==> config.mk <==
export PLATFORM = sky130hd
export DESIGN_NAME = rf_write_arbiter_flat
export DESIGN_NICKNAME = d
export VERILOG_FILES = /design/src/rtl/rf_write_arbiter_pkg.sv /design/src/rtl/rf_write_arbiter_if.sv /design/src/rtl/rf_write_arbiter_scoreboard.sv /design/src/rtl/rf_write_arbiter.sv /design/src/flat_wrapper.sv
export SDC_FILE = /design/constraint.sdc
export NUM_CORES = 1
export LEC_CHECK = 0
export ABC_CLOCK_PERIOD_IN_PS = 3200
export CAP_MARGIN = 20
export CELL_PAD_IN_SITES_DETAIL_PLACEMENT = 0
export CELL_PAD_IN_SITES_GLOBAL_PLACEMENT = 1
export CORE_MARGIN = 2
export CORE_UTILIZATION = 41
export DETAILED_ROUTE_END_ITERATION = 10
export DONT_BUFFER_PORTS = 1
export PLACE_DENSITY_LB_ADDON = 0.1
export SETUP_SLACK_MARGIN = 0.05
export SYNTH_ARGS = -nofsm -noshare
export SYNTH_HDL_FRONTEND = slang
export SYNTH_SLANG_ARGS = --single-unit
==> constraint.sdc <==
create_clock -name clk -period 3.2 [get_ports clk]
set_clock_uncertainty 0.05 [all_clocks]
set_input_delay 0.96 -clock clk [delete_from_list [all_inputs] [get_ports clk]]
set_output_delay 0.96 -clock clk [all_outputs]
set_load 0.005 [all_outputs]
==> src/rtl/rf_write_arbiter_pkg.sv <==
// Shared types for the register-file write arbiter: address/data widths,
// the arbiter state encoding and the registered write record.
package rf_pkg;

    localparam int REG_ADDR_W = 5;
    localparam int DATA_W     = 32;
    localparam int CNT_W      = 4;

    typedef enum logic {
        WB_PRIO  = 1'b0,
        LL_FORCE = 1'b1
    } arb_state_t;

    typedef logic [REG_ADDR_W-1:0] reg_addr_t;
    typedef logic [DATA_W-1:0]     data_t;

    typedef struct packed {
        logic      we;
        reg_addr_t dest;
        data_t     data;
    } rf_write_t;

    // Register 0 is hard-wired: writes to it are swallowed.
    function automatic logic writes_reg(input reg_addr_t dest);
        return dest != '0;
    endfunction

endpackage

==> src/rtl/rf_write_arbiter_if.sv <==
// Bundle of WB, mult/div result, decode and register-file signals around the
// write arbiter. The arbiter is the slave; the pipeline/bench side is master.
interface rf_write_arbiter_if;
    import rf_pkg::*;

    // LL handshake: a result transfers on a cycle where ll_valid and ll_ready
    // are both high; ll_valid, ll_dest and ll_data must stay stable until then.
    logic       wb_en;
    reg_addr_t  wb_dest;
    data_t      wb_data;

    logic       ll_valid;
    reg_addr_t  ll_dest;
    data_t      ll_data;
    logic       ll_ready;

    logic       issue_en;
    reg_addr_t  issue_dest;
    reg_addr_t  src1;
    reg_addr_t  src2;
    logic       hazard1;
    logic       hazard2;

    logic       stall;
    logic       issue_conflict;

    logic       rf_we;
    reg_addr_t  rf_dest;
    data_t      rf_wdata;

    arb_state_t       state;
    logic [CNT_W-1:0] starve_cnt;

    modport master (
        output wb_en, wb_dest, wb_data,
        output ll_valid, ll_dest, ll_data,
        input  ll_ready,
        output issue_en, issue_dest, src1, src2,
        input  hazard1, hazard2, stall, issue_conflict,
        input  rf_we, rf_dest, rf_wdata,
        input  state, starve_cnt
    );

    modport slave (
        input  wb_en, wb_dest, wb_data,
        input  ll_valid, ll_dest, ll_data,
        output ll_ready,
        input  issue_en, issue_dest, src1, src2,
        output hazard1, hazard2, stall, issue_conflict,
        output rf_we, rf_dest, rf_wdata,
        output state, starve_cnt
    );

endinterface

==> src/rtl/rf_write_arbiter_scoreboard.sv <==
// Pending-destination scoreboard: one bit per register still owed a
// long-latency result, with same-cycle set-over-clear and conflict detection.
module rf_scoreboard
    import rf_pkg::*;
#(
    parameter int NUM_REGS = 32
) (
    input  logic      clk,
    input  logic      rst,
    input  logic      issue_en,
    input  reg_addr_t issue_dest,
    input  logic      clr_en,
    input  reg_addr_t clr_dest,
    input  reg_addr_t src1,
    input  reg_addr_t src2,
    output logic      hazard1,
    output logic      hazard2,
    output logic      issue_conflict
);

    logic [NUM_REGS-1:0] pending;
    logic [NUM_REGS-1:0] pending_next;
    logic                set_en;
    logic                conflict_next;

    function automatic logic in_range(input reg_addr_t r);
        return int'(r) < NUM_REGS;
    endfunction

    function automatic logic lookup(input logic [NUM_REGS-1:0] vec, input reg_addr_t r);
        return in_range(r) ? vec[r] : 1'b0;
    endfunction

    // Clear is applied before set so an issue in the same cycle as the
    // matching LL acceptance leaves the register pending.
    always_comb begin
        pending_next  = pending;
        set_en        = issue_en && writes_reg(issue_dest) && in_range(issue_dest);
        conflict_next = set_en && pending[issue_dest];
        if (clr_en && in_range(clr_dest)) begin
            pending_next[clr_dest] = 1'b0;
        end
        if (set_en) begin
            pending_next[issue_dest] = 1'b1;
        end
        pending_next[0] = 1'b0;
    end

    always_ff @(posedge clk) begin
        if (rst) begin
            pending        <= '0;
            issue_conflict <= 1'b0;
        end else begin
            pending        <= pending_next;
            issue_conflict <= conflict_next;
        end
    end

    // Lookups use the registered vector, so a same-cycle issue shows up next cycle.
    assign hazard1 = ~rst & lookup(pending, src1);
    assign hazard2 = ~rst & lookup(pending, src2);

endmodule

==> src/rtl/rf_write_arbiter.sv <==
// Arbitrates the single register-file write port between the WB stage and
// the mult/div unit, forcing the LL result through after STARVE_LIMIT denials.
module rf_write_arbiter
    import rf_pkg::*;
#(
    parameter int NUM_REGS     = 32,
    parameter int STARVE_LIMIT = 4
) (
    input logic clk,
    input logic rst,
    rf_write_arbiter_if.slave bus
);

    localparam logic [CNT_W-1:0] LIMIT = CNT_W'(STARVE_LIMIT);

    arb_state_t       state;
    arb_state_t       state_next;
    logic [CNT_W-1:0] cnt;
    logic [CNT_W-1:0] cnt_next;
    logic             ll_ready;
    logic             stall;
    logic             ll_fire;
    logic             wb_fire;
    rf_write_t        wr_next;
    rf_write_t        wr_q;

    always_ff @(posedge clk) begin
        if (rst) begin
            state <= WB_PRIO;
            cnt   <= '0;
        end else begin
            state <= state_next;
            cnt   <= cnt_next;
        end
    end

    always_comb begin
        state_next = state;
        cnt_next   = '0;
        ll_ready   = 1'b0;
        stall      = 1'b0;
        case (state)
            WB_PRIO: begin
                ll_ready = bus.ll_valid & ~bus.wb_en;
                if (bus.ll_valid && !ll_ready) begin
                    cnt_next = cnt + CNT_W'(1);
                end
                if (cnt_next == LIMIT) begin
                    state_next = LL_FORCE;
                end
            end
            LL_FORCE: begin
                ll_ready   = bus.ll_valid;
                stall      = bus.wb_en;
                state_next = WB_PRIO;
            end
            default: begin
                state_next = WB_PRIO;
            end
        endcase
        // Nothing may be accepted in a reset cycle.
        if (rst) begin
            ll_ready = 1'b0;
            stall    = 1'b0;
        end
    end

    always_comb begin
        ll_fire = bus.ll_valid & ll_ready;
        wb_fire = bus.wb_en & ~stall & ~ll_fire;
        wr_next = '0;
        if (ll_fire) begin
            wr_next.we   = writes_reg(bus.ll_dest);
            wr_next.dest = bus.ll_dest;
            wr_next.data = bus.ll_data;
        end else if (wb_fire) begin
            wr_next.we   = writes_reg(bus.wb_dest);
            wr_next.dest = bus.wb_dest;
            wr_next.data = bus.wb_data;
        end
    end

    // Address/data hold their last value between writes; only we drops.
    always_ff @(posedge clk) begin
        if (rst) begin
            wr_q <= '0;
        end else if (ll_fire || wb_fire) begin
            wr_q <= wr_next;
        end else begin
            wr_q.we <= 1'b0;
        end
    end

    rf_scoreboard #(
        .NUM_REGS(NUM_REGS)
    ) u_scoreboard (
        .clk           (clk),
        .rst           (rst),
        .issue_en      (bus.issue_en),
        .issue_dest    (bus.issue_dest),
        .clr_en        (ll_fire),
        .clr_dest      (bus.ll_dest),
        .src1          (bus.src1),
        .src2          (bus.src2),
        .hazard1       (bus.hazard1),
        .hazard2       (bus.hazard2),
        .issue_conflict(bus.issue_conflict)
    );

    assign bus.ll_ready   = ll_ready;
    assign bus.stall      = stall;
    assign bus.rf_we      = wr_q.we;
    assign bus.rf_dest    = wr_q.dest;
    assign bus.rf_wdata   = wr_q.data;
    assign bus.state      = state;
    assign bus.starve_cnt = cnt;

    a_ready_needs_valid: assert property (@(posedge clk) ll_ready |-> bus.ll_valid);
    a_single_source: assert property (@(posedge clk) !(ll_fire && wb_fire));
    a_force_one_cycle: assert property (@(posedge clk) disable iff (rst)
        state == LL_FORCE |=> state == WB_PRIO);
    a_cnt_bounded: assert property (@(posedge clk) cnt <= LIMIT);
    a_no_r0_write: assert property (@(posedge clk) wr_q.we |-> wr_q.dest != '0);

endmodule

==> src/flat_wrapper.sv <==
// flat-port wrapper written by rule: the top's interface ports become plain ports
module rf_write_arbiter_flat import rf_pkg::*;
#(
    parameter int NUM_REGS     = 32,
    parameter int STARVE_LIMIT = 4
)
  (clk, rst, bus_wb_en, bus_wb_dest, bus_wb_data, bus_ll_valid, bus_ll_dest, bus_ll_data, bus_ll_ready, bus_issue_en, bus_issue_dest, bus_src1, bus_src2, bus_hazard1, bus_hazard2, bus_stall, bus_issue_conflict, bus_rf_we, bus_rf_dest, bus_rf_wdata, bus_state, bus_starve_cnt);
  rf_write_arbiter_if bus_i ();
  input logic clk;
  input logic rst;
  input wire logic [$bits(bus_i.wb_en)-1:0] bus_wb_en;
  input wire logic [$bits(bus_i.wb_dest)-1:0] bus_wb_dest;
  input wire logic [$bits(bus_i.wb_data)-1:0] bus_wb_data;
  input wire logic [$bits(bus_i.ll_valid)-1:0] bus_ll_valid;
  input wire logic [$bits(bus_i.ll_dest)-1:0] bus_ll_dest;
  input wire logic [$bits(bus_i.ll_data)-1:0] bus_ll_data;
  output wire logic [$bits(bus_i.ll_ready)-1:0] bus_ll_ready;
  input wire logic [$bits(bus_i.issue_en)-1:0] bus_issue_en;
  input wire logic [$bits(bus_i.issue_dest)-1:0] bus_issue_dest;
  input wire logic [$bits(bus_i.src1)-1:0] bus_src1;
  input wire logic [$bits(bus_i.src2)-1:0] bus_src2;
  output wire logic [$bits(bus_i.hazard1)-1:0] bus_hazard1;
  output wire logic [$bits(bus_i.hazard2)-1:0] bus_hazard2;
  output wire logic [$bits(bus_i.stall)-1:0] bus_stall;
  output wire logic [$bits(bus_i.issue_conflict)-1:0] bus_issue_conflict;
  output wire logic [$bits(bus_i.rf_we)-1:0] bus_rf_we;
  output wire logic [$bits(bus_i.rf_dest)-1:0] bus_rf_dest;
  output wire logic [$bits(bus_i.rf_wdata)-1:0] bus_rf_wdata;
  output wire logic [$bits(bus_i.state)-1:0] bus_state;
  output wire logic [$bits(bus_i.starve_cnt)-1:0] bus_starve_cnt;
  assign bus_i.wb_en = bus_wb_en;
  assign bus_i.wb_dest = bus_wb_dest;
  assign bus_i.wb_data = bus_wb_data;
  assign bus_i.ll_valid = bus_ll_valid;
  assign bus_i.ll_dest = bus_ll_dest;
  assign bus_i.ll_data = bus_ll_data;
  assign bus_ll_ready = bus_i.ll_ready;
  assign bus_i.issue_en = bus_issue_en;
  assign bus_i.issue_dest = bus_issue_dest;
  assign bus_i.src1 = bus_src1;
  assign bus_i.src2 = bus_src2;
  assign bus_hazard1 = bus_i.hazard1;
  assign bus_hazard2 = bus_i.hazard2;
  assign bus_stall = bus_i.stall;
  assign bus_issue_conflict = bus_i.issue_conflict;
  assign bus_rf_we = bus_i.rf_we;
  assign bus_rf_dest = bus_i.rf_dest;
  assign bus_rf_wdata = bus_i.rf_wdata;
  assign bus_state = bus_i.state;
  assign bus_starve_cnt = bus_i.starve_cnt;
  rf_write_arbiter #(.NUM_REGS(NUM_REGS), .STARVE_LIMIT(STARVE_LIMIT)) u_core (.clk(clk), .rst(rst), .bus(bus_i));
endmodule
==> reports/qor.yml, run 1 <==
run_status:
  run_status: "finished, final reports clean"
worst_hold_path:
  min_path_cells: 1
  holdCritPathClass: "reg -> reg"
  hold-path-endpoint: "u_core.bus.starve_cnt[0]$_SDFF_PP0_"
  hold_wc_startpoint: "u_core.bus.starve_cnt[0]$_SDFF_PP0_"
placed_design:
  place_hpwl_mm: 8.44
  detailedPlace.worstSlack_ns: 0.0835
  rd_place_congestion: 0.929
  port_buffers: 0
sta:
  max_freq_ghz: 0.321
  timing.final.hold_violations: 0
  maxSlewHeadroom_pct: 45.9
  rsz0062_at_grt: "no"
  post-route-period-util_pct: 97.2
  totalNegativeSetupSlack_ns: 0
  finalWorstPathRequiredPeriod_ns: 3.11
  slew_at_the_pin_closest_to_its_max_slew_limit_ns: 0.809
  setup-violations-final: 0
  drv_slew: 0
  final_critical_path_setup_slack_ns: 0.0888
setup_path:
  timing.critical_path.to_type: "output pin"
  crit_path_start_kind: "input pin"
  worstPathRequired_ns: 2.19
  critical_path_class: "in -> out"
  worstPathMaxFanout: 8
  cp-startpoint: "bus_src1[1]"
  critical_path_arrival_ns: 2.10
  r2r_setup_slack_ns: 1.33
  worstRegToRegCells: 5
  regToRegStartpoint: "u_core.bus.state$_SDFF_PP0_"
  regToRegEndpoint: "u_core.u_scoreboard.pending[31]$_SDFF_PP0_"
global_routing:
  global_route_total_overflow: 0
  grt_pass1_wl_mm: 18.6
  gr-usage-met2_pct: 38.0
  grt_use_total_pct: 23.4
  first_global_vias: 3485
  groute.layer.met3.usage_pct: 7.18
  grt_start_max_net_pins: 75
  initial_antenna_violation_count: 0
  global_route.usage.met1_pct: 29.7
  grt_most_used_layer: "met2"
floorplan:
  die_extent_in_x_um: 102
  num_rows: 35
  floorplan.die_area_mm2: 0.0104
  design.core.area_mm2: 0.00928
  num_io_pins: 142
  starting_density_of_the_core_pct: 42.5
  die_y_um: 102
yosys:
  synth_seq_area_share_pct: 38.0
  post_synth_num_cell_types: 41
  synth.top_cells.by_area: "dfxtp_1 (38%), mux4_2 (9.7%), a221oi_1 (6.2%)"
  ys_seq_elements: 75
  syn_nets: 547
  syn-mean-instance-area_um2: 8.73
  netlist.top_cell.by_area: "dfxtp_1"
  post_synth_instance_area_mm2: 0.00395
  yosysWarnings: 0
  post-synth-top-area-fraction_pct: 38.0
  syn_inst: 452
finish:
  insertedDiodeCount: 0
  finalNetCount: 524
  area_growth_from_synthesis_to_layout_pct: 5.80
  multi_input_area_mm2: 0.00225
  fillerInstances: 938
  layout-drive-gt1-share_pct: 11.8
  final-seq-area_mm2: 0.00150
cts:
  cts.path.max_buffers: 2
  tritoncts: "done"
  cts_post_setup_buffers_inserted: 0
  ctsHtreeMaxLevel: 3
  clk_transition_reported_paths_ns: 0.08
  cts.sinks: 75
  cts-hold-fix-buffers: 0
  insertion_delay_ns: 0.34
  num_cts_buffers: 9
  cts_repair_resize_count: 0
  clk_root_buffer_cell: "clkbuf_8"
power_and_ir_drop:
  p_sw_share_pct: 25.4
  pwr_density_cell_mw_per_mm2: 460
  power_report.internal_total_uw: 1430
  combinationalPowerShare_pct: 8.4
  vdd.ir_drop.worst_mv: 0.209
  total_switching_power_uw: 488
  seq_power_share_pct: 52.2
  power.clock.fraction_pct: 39.4
  cellLeakagePower_uw: 0.00149
detailed_routing:
  drc: 0
  detail_route.wl_per_cell_um: 21.5
  routed_via_density: 6.27
  detailroute.via_count: 3531
  firstDrtPassIters: 4
  antenna_left: 0
  final_wl_mm: 12.1
  detail_route.iter0.violations: 177
job:
  maximum_capacitance_violations: 0
-- power groups by stage --
stage               registers [uW]  clock network, uW  logic (uW)
floorplan                     1010                  0         169
global placement              1030                  0         159
detailed placement            1030                  0         162
CTS                           1000                773         162
global route                  1010                815         180
finish                        1000                757         161
-- cell usage after synthesis, drive strengths merged --
master    n
a2111oi   3
a21boi    1
a21oi    40
a221oi   28
a311oi    1
a31o      1
a31oi     1
and2      1
and3     29
buf      11
clkbuf   28
dfxtp    75
ha        1
inv       7
mux2      3
mux2i     7
mux4     22
nand2    36
nand2b    5
nand3     9
nand3b    7
nand4     2
nor2     60
nor2b     6
nor3     15
nor3b     2
nor4      8
o21ai    33
o22ai     1
o31a      1
o31ai     1
or3       1
or3b      2
or4       1
xnor2     1
xor2      2
-- state kept, by name (all words and copies together) (netlist names) --
signal,cells
u_core.bus.rf_dest,5
u_core.bus.rf_wdata,32
u_core.bus.rf_we,1
u_core.bus.starve_cnt,4
u_core.bus.state,1
u_core.u_scoreboard.issue_conflict,1
u_core.u_scoreboard.pending,31
-- metal layers --
metal  share of wire [%]  wire length [um]
met1                  40              4800
met2                  46              5590
met5                   0                 0
met3                  12              1410
met4                 2.5               297
-- worst max-delay path, cell delays in order --
cell     delay (ns)
mux4_2         0.48
mux4_2         0.47
nor2b_1        0.12
nor4_1         0.07
-- metrics by stage --
step | cell area [um^2] | util, % | hold slack (ns) | total power [uW] | cells
final | 4180 | 45.0 | 0.460 | 1920 | 563
after global routing | 4180 | 45.0 | 0.492 | 2000 | 563
after CTS | 4180 | 45.0 | 0.468 | 1940 | 563
after detailed placement | 3970 | 42.8 | 0.446 | 1190 | 547
after global placement | 3970 | 42.8 | 0.436 | 1190 | 547
after floorplan | 3940 | - | 0.405 | 1180 | 452
-- kinds of logic after synthesis --
kind of cell    after synthesis  synth area share (%)
buf+inv                      46                  4.94
mux                          32                  15.7
simple gates                184                  22.9
xor+xnor                      3                 0.666
flops                        75                  38.0
fa+ha+maj                     1                 0.317
compound gates              111                  17.5
-- how the worst max path moves through the flow --
stage                              to  depth (start not counted)  slack (ns)
after global routing      bus_hazard1                          4        0.05
final                     bus_hazard1                          4        0.09
after detailed placement  bus_hazard1                          4        0.08
after CTS                 bus_hazard1                          4        0.08
after floorplan           bus_hazard1                          5        0.03
after global placement    bus_hazard1                          4        0.11
-- cell usage in the layout (no fill, tap or decap), types with 2 or more instances in the layout --
cell type / instances
dfxtp_1: 75
nor2_1: 59
a21oi_1: 40
nand2_1: 36
o21ai_0: 31
and3_1: 29
a221oi_1: 28
mux4_2: 21
nor3_1: 14
clkbuf_8: 10
nand3_1: 9
nor4_1: 8
nand3b_1: 7
inv_1: 7
mux2i_1: 7
nor2b_1: 6
nand2b_1: 5
buf_4: 5
mux2_2: 3
clkinvlp_4: 3
nor3b_1: 2
a2111oi_0: 2
or3b_2: 2
nand4_1: 2
xor2_1: 2
-- cell type report --
cell class                 instances  share of cell area, %
clock buffer                      11                   3.39
inverter                           7                  0.629
clock inverter                     5                   1.47
multi-input combinational        331                   53.8
tap                              129                   3.86
timing repair buffer               5                  0.899
sequential                        75                   35.9
No activity file was read; power rests on OpenSTA's default activity.
==> run 2: changes to the inputs <==
==> constraint.sdc (replaced) <==
create_clock -name clk -period 3.2 [get_ports clk]
set_clock_uncertainty 0.05 [all_clocks]
set_input_delay 0.96 -clock clk [delete_from_list [all_inputs] [get_ports clk]]
set_output_delay 0.96 -clock clk [all_outputs]
set_load 0.1 [all_outputs]
==> reports/qor.yml, run 2 (same netlist as run 1, synthesis figures left out) <==
power_and_ir_drop:
  p_sw_share_pct: 33.8
  power.clock.fraction_pct: 32.8
  seq_power_share_pct: 54.8
  power_report.internal_total_uw: 1420
  vdd.ir_drop.worst_mv: 0.275
  post-layout-total-power_uw: 2150
  cellLeakagePower_uw: 0.00163
  combinationalPowerShare_pct: 12.4
  pwr_density_cell_mw_per_mm2: 487
  total_switching_power_uw: 727
setup_path:
  worst_path_largest_cell_delay_ns: 0.51
  timing.critical_path.to_type: "output pin"
  crit_path_frequent_cell: "mux4_2"
  critical_path.cell_chain: "mux4_2 > mux4_2 > nor2b_4 > nor4_4 > buf_12"
  critical_path_class: "in -> out"
  worstPathMaxFanout: 8
  timing.critical_path.slowest_stage_cell: "mux4_2"
  worstPathRequired_ns: 2.19
  critical_path_arrival_ns: 2.31
  crit_path_start_kind: "input pin"
detailed_routing:
  antenna_left: 0
  routed_via_density: 6.06
  drc: 0
  firstDrtPassIters: 4
  final_wl_mm: 11.9
  detail_route.iter0.violations: 125
  detail_route.wl_per_cell_um: 20.4
  detailroute.via_count: 3526
sta:
  drv_slew: 0
  final_critical_path_setup_slack_ns: -0.121
  slew_at_the_pin_closest_to_its_max_slew_limit_ns: 0.978
  timing.final.hold_violations: 0
  rsz0062_at_grt: "yes"
  fin_hold_ws_ns: 0.471
  maxSlewHeadroom_pct: 34.7
  post-route-period-util_pct: 104
  max_freq_ghz: 0.301
  setup-violations-final: 1
  finalWorstPathRequiredPeriod_ns: 3.32
global_routing:
  grt_use_total_pct: 23.3
  first_global_vias: 3369
  grt_pass1_wl_mm: 18.3
  global_route_total_overflow: 0
  initial_antenna_violation_count: 0
  grt_start_max_net_pins: 75
cts:
  tritoncts: "done"
  clk_transition_reported_paths_ns: 0.08
  cts.sinks: 75
  cts-hold-fix-buffers: 0
  ctsHtreeMaxLevel: 3
  cts_post_setup_buffers_inserted: 0
  cts.path.max_buffers: 2
  num_cts_buffers: 9
  insertion_delay_ns: 0.35
  clk_root_buffer_cell: "clkbuf_8"
finish:
  non_filler_cells_in_the_finished_layout: 582
  number_of_flip_flops_under_the_largest_register_name: 32
  insertedDiodeCount: 0
  final_cell_mix: "dfxtp_1 (75), nor2_1 (58), a21oi_1 (40), nand2_1 (36), o21ai_0 (31)"
  final_common_cell: "dfxtp_1"
  fillerInstances: 911
  layout-drive-gt1-share_pct: 16.8
  area_growth_from_synthesis_to_layout_pct: 11.9
  finalNetCount: 545
  finish.utilization_pct: 47.6
  fin_area_mm2: 0.00442
placed_design:
  place_hpwl_mm: 8.28
  dpl_cell_area_mm2: 0.00421
  rd_place_congestion: 0.998
  post-place-cells: 567
  port_buffers: 0
floorplan:
  num_io_pins: 142
  die_y_um: 102
  die_extent_in_x_um: 102
  starting_density_of_the_core_pct: 42.5
  floorplan.die_area_mm2: 0.0104
  num_rows: 35
  design.core.area_mm2: 0.00928
run_status:
  run_status: "finished, violations left"
  failing_checks: "negative setup slack"
job:
  maximum_capacitance_violations: 0
worst_hold_path:
  holdCritPathClass: "reg -> reg"
==> run 2: changes by cell type in the layout (fill, tap and decap cells not counted), moves of 2 or more <==
cell and delta:
clkinvlp_4 -2, buf_4 +17, nor3_4 +2, buf_12 +3, clkinv_2 +2
==> run 2: timing repair <==
| item | 4_1_cts | 5_1_grt |
|---|---|---|
| hold endpoints to repair | 0 | 0 |
| pin swaps | 1 | 0 |
| gates resized for setup | 6 | 2 |
| endpoints found under the setup margin | 2 | 2 |
==> run 2: layout make-up <==
type	instances	area [um^2]	share of cell area, %
multi-input combinational	331	2310	52.3
tap	129	161	3.65
timing repair buffer	26	240	5.44
inverter	7	26.3	0.595
clock buffer	9	124	2.80
clock inverter	5	56.3	1.27
sequential	75	1500	34.0
==> run 2: worst paths after layout <==
path                                               from                                    endpoint  slack [ns]  cells past startpoint
max reg2reg         u_core.bus.starve_cnt[1]$_SDFF_PP0_                 u_core.bus.state$_SDFF_PP0_        1.24                      5
max                                         bus_src1[1]                                 bus_hazard1       -0.12                      5
min          u_core.u_scoreboard.pending[16]$_SDFF_PP0_  u_core.u_scoreboard.pending[16]$_SDFF_PP0_        0.47                      2
min reg2reg  u_core.u_scoreboard.pending[16]$_SDFF_PP0_  u_core.u_scoreboard.pending[16]$_SDFF_PP0_        0.47                      2
==> run 2: stage by stage <==
| step | TNS [ns] | worst slack, ns |
|---|---|---|
| floorplan | -0.829 | -0.516 |
| global placement | -0.160 | -0.156 |
| detailed placement | -0.222 | -0.193 |
| CTS | -0.125 | -0.125 |
| global route | -0.136 | -0.136 |
| finish | -0.121 | -0.121 |
==> run 2: critical path: cells and delay by family <==
kind,cells,cell delay [ns]
AND/OR/NAND/NOR,2,0.20
buffers and inverters,1,0.16
multiplexers,2,0.99
==> run 2: per-layer routing <==
layer	part of all wire, %	GRT usage (%)	up-vias	wire (um)
met1	41	29.9	1658	4900
met4	1.4	7.79	0	163
met5	0	0	-	0
met2	46	36.1	192	5480
met3	11	9.03	14	1350
li1	-	-	1662	-
==> run 2: power groups by stage <==
stage / logic, uW / clock network (uW) / registers (uW)
2_1_floorplan: 189 / 0 / 1250
3_3_place_gp: 262 / 0 / 1200
3_5_place_dp: 265 / 0 / 1200
4_1_cts: 266 / 723 / 1180
5_1_grt: 290 / 762 / 1180
6_report: 266 / 705 / 1180
==> run 3: changes to the inputs <==
--- a/config.mk
+++ b/config.mk
@@ -10,7 +10,7 @@
 export CELL_PAD_IN_SITES_DETAIL_PLACEMENT = 0
 export CELL_PAD_IN_SITES_GLOBAL_PLACEMENT = 1
 export CORE_MARGIN = 2
-export CORE_UTILIZATION = 41
+export CORE_UTILIZATION = 25
 export DETAILED_ROUTE_END_ITERATION = 10
 export DONT_BUFFER_PORTS = 1
 export PLACE_DENSITY_LB_ADDON = 0.1
==> reports/qor.yml, run 3 (same netlist as run 1, synthesis figures left out) <==
run_status:
  run_status: "finished, violations left"
  failing_checks: "negative setup slack"
sta:
  post-route-period-util_pct: 103
  timing.final.hold_violations: 0
  slew_at_the_pin_closest_to_its_max_slew_limit_ns: 0.995
  finalWorstPathRequiredPeriod_ns: 3.29
  final_critical_path_setup_slack_ns: -0.0918
  max_freq_ghz: 0.304
  totalNegativeSetupSlack_ns: -0.0918
  setup-violations-final: 1
  maxSlewHeadroom_pct: 33.6
  rsz0062_at_grt: "yes"
  drv_slew: 0
finish:
  finalNetCount: 558
  fillerInstances: 1657
  fin_area_mm2: 0.00473
  layout-drive-gt1-share_pct: 19.7
  final_common_cell: "dfxtp_1"
  finish.utilization_pct: 30.9
  final_cell_mix: "dfxtp_1 (75), nor2_1 (59), a21oi_1 (40), buf_4 (37), nand2_1 (36)"
  insertedDiodeCount: 0
  number_of_flip_flops_under_the_largest_register_name: 32
  area_growth_from_synthesis_to_layout_pct: 19.7
detailed_routing:
  final_wl_mm: 14.0
  drc: 0
  detail_route.wl_per_cell_um: 20.7
  antenna_left: 0
  detail_route.iter0.violations: 213
  detailroute.via_count: 3685
  routed_via_density: 5.43
  firstDrtPassIters: 4
floorplan:
  die_y_um: 130
  die_extent_in_x_um: 130
  starting_density_of_the_core_pct: 25.8
  num_rows: 45
  floorplan.die_area_mm2: 0.0168
  design.core.area_mm2: 0.0153
  num_io_pins: 142
power_and_ir_drop:
  pwr_density_cell_mw_per_mm2: 531
  post-layout-total-power_uw: 2510
  cellLeakagePower_uw: 0.00175
  vdd.ir_drop.worst_mv: 0.236
setup_path:
  critical_path_arrival_ns: 2.28
  worstPathRequired_ns: 2.19
  cp-startpoint: "bus_src1[1]"
  worstPathMaxFanout: 8
  timing.critical_path.to_type: "output pin"
  regToRegStartpoint: "u_core.bus.starve_cnt[1]$_SDFF_PP0_"
  critical_path_class: "in -> out"
  crit_path_start_kind: "input pin"
job:
  maximum_capacitance_violations: 0
global_routing:
  grt_use_total_pct: 17.3
  initial_antenna_violation_count: 0
  grt_start_max_net_pins: 75
  grt_pass1_wl_mm: 22.2
  global_route_total_overflow: 0
  first_global_vias: 3859
placed_design:
  place_hpwl_mm: 9.73
  port_buffers: 0
  rd_place_congestion: 0.828
  dpl_cell_area_mm2: 0.00440
cts:
  clk_transition_reported_paths_ns: 0.06
  cts_post_setup_buffers_inserted: 0
  tritoncts: "done"
  clk_root_buffer_cell: "clkbuf_16"
  cts.sinks: 75
  num_cts_buffers: 9
  ctsHtreeMaxLevel: 3
  cts.path.max_buffers: 2
  insertion_delay_ns: 0.34
worst_hold_path:
  hold_wc_startpoint: "u_core.bus.starve_cnt[0]$_SDFF_PP0_"
  holdCritPathClass: "reg -> reg"
run 3: cell type report:
cell class	count	area, um^2	share of cell area [%]
multi-input combinational	331	2320	49.0
clock buffer	9	225	4.76
tap	211	264	5.58
clock inverter	7	76.3	1.61
inverter	7	26.3	0.556
timing repair buffer	39	318	6.72
sequential	75	1500	31.8
run 3: per-stage QoR:
step	setup slack, ns	hold WS (ns)	instances
floorplan	-0.516	0.419	452
global placement	-0.153	0.376	663
detailed placement	-0.169	0.398	663
CTS	-0.113	0.408	679
global route	-0.125	0.429	679
finish	-0.0918	0.409	679
run 3: where the power goes:
group	internal, uW	leakage, uW	total, uW	switching, uW
Combinational	112	0.000990	360	247
Sequential	972	0.000614	1110	134
Clock	608	0.000142	1040	436
Total	1690	0.00175	2510	818
run 3: final timing paths:
check,to,slack (ns),depth (start not counted)
max,bus_hazard1,-0.09,5
min reg2reg,u_core.bus.starve_cnt[0]$_SDFF_PP0_,0.41,1
max reg2reg,u_core.bus.state$_SDFF_PP0_,1.23,5
min,u_core.bus.starve_cnt[0]$_SDFF_PP0_,0.41,1
run 3: worst max-delay path, stage by stage:
cell     delay (ns)
mux4_2         0.47
mux4_2         0.50
nor2b_4        0.14
nor4_4         0.05
buf_12         0.16
run 3: routing by layer:
layer | GRT usage, % | wire length [um] | up-vias | share of wire (%)
met5 | 0 | 0 | - | 0
met4 | 5.76 | 256 | 0 | 1.8
met3 | 6.40 | 1340 | 23 | 9.6
met2 | 27.0 | 6360 | 158 | 45
met1 | 22.1 | 6080 | 1813 | 43
li1 | - | - | 1691 | -
run 3: timing repair:
item	4_1_cts	5_1_grt
pin swaps	2	2
setup endpoints to repair	2	2
resized for setup	6	3
hold buffers	0	0
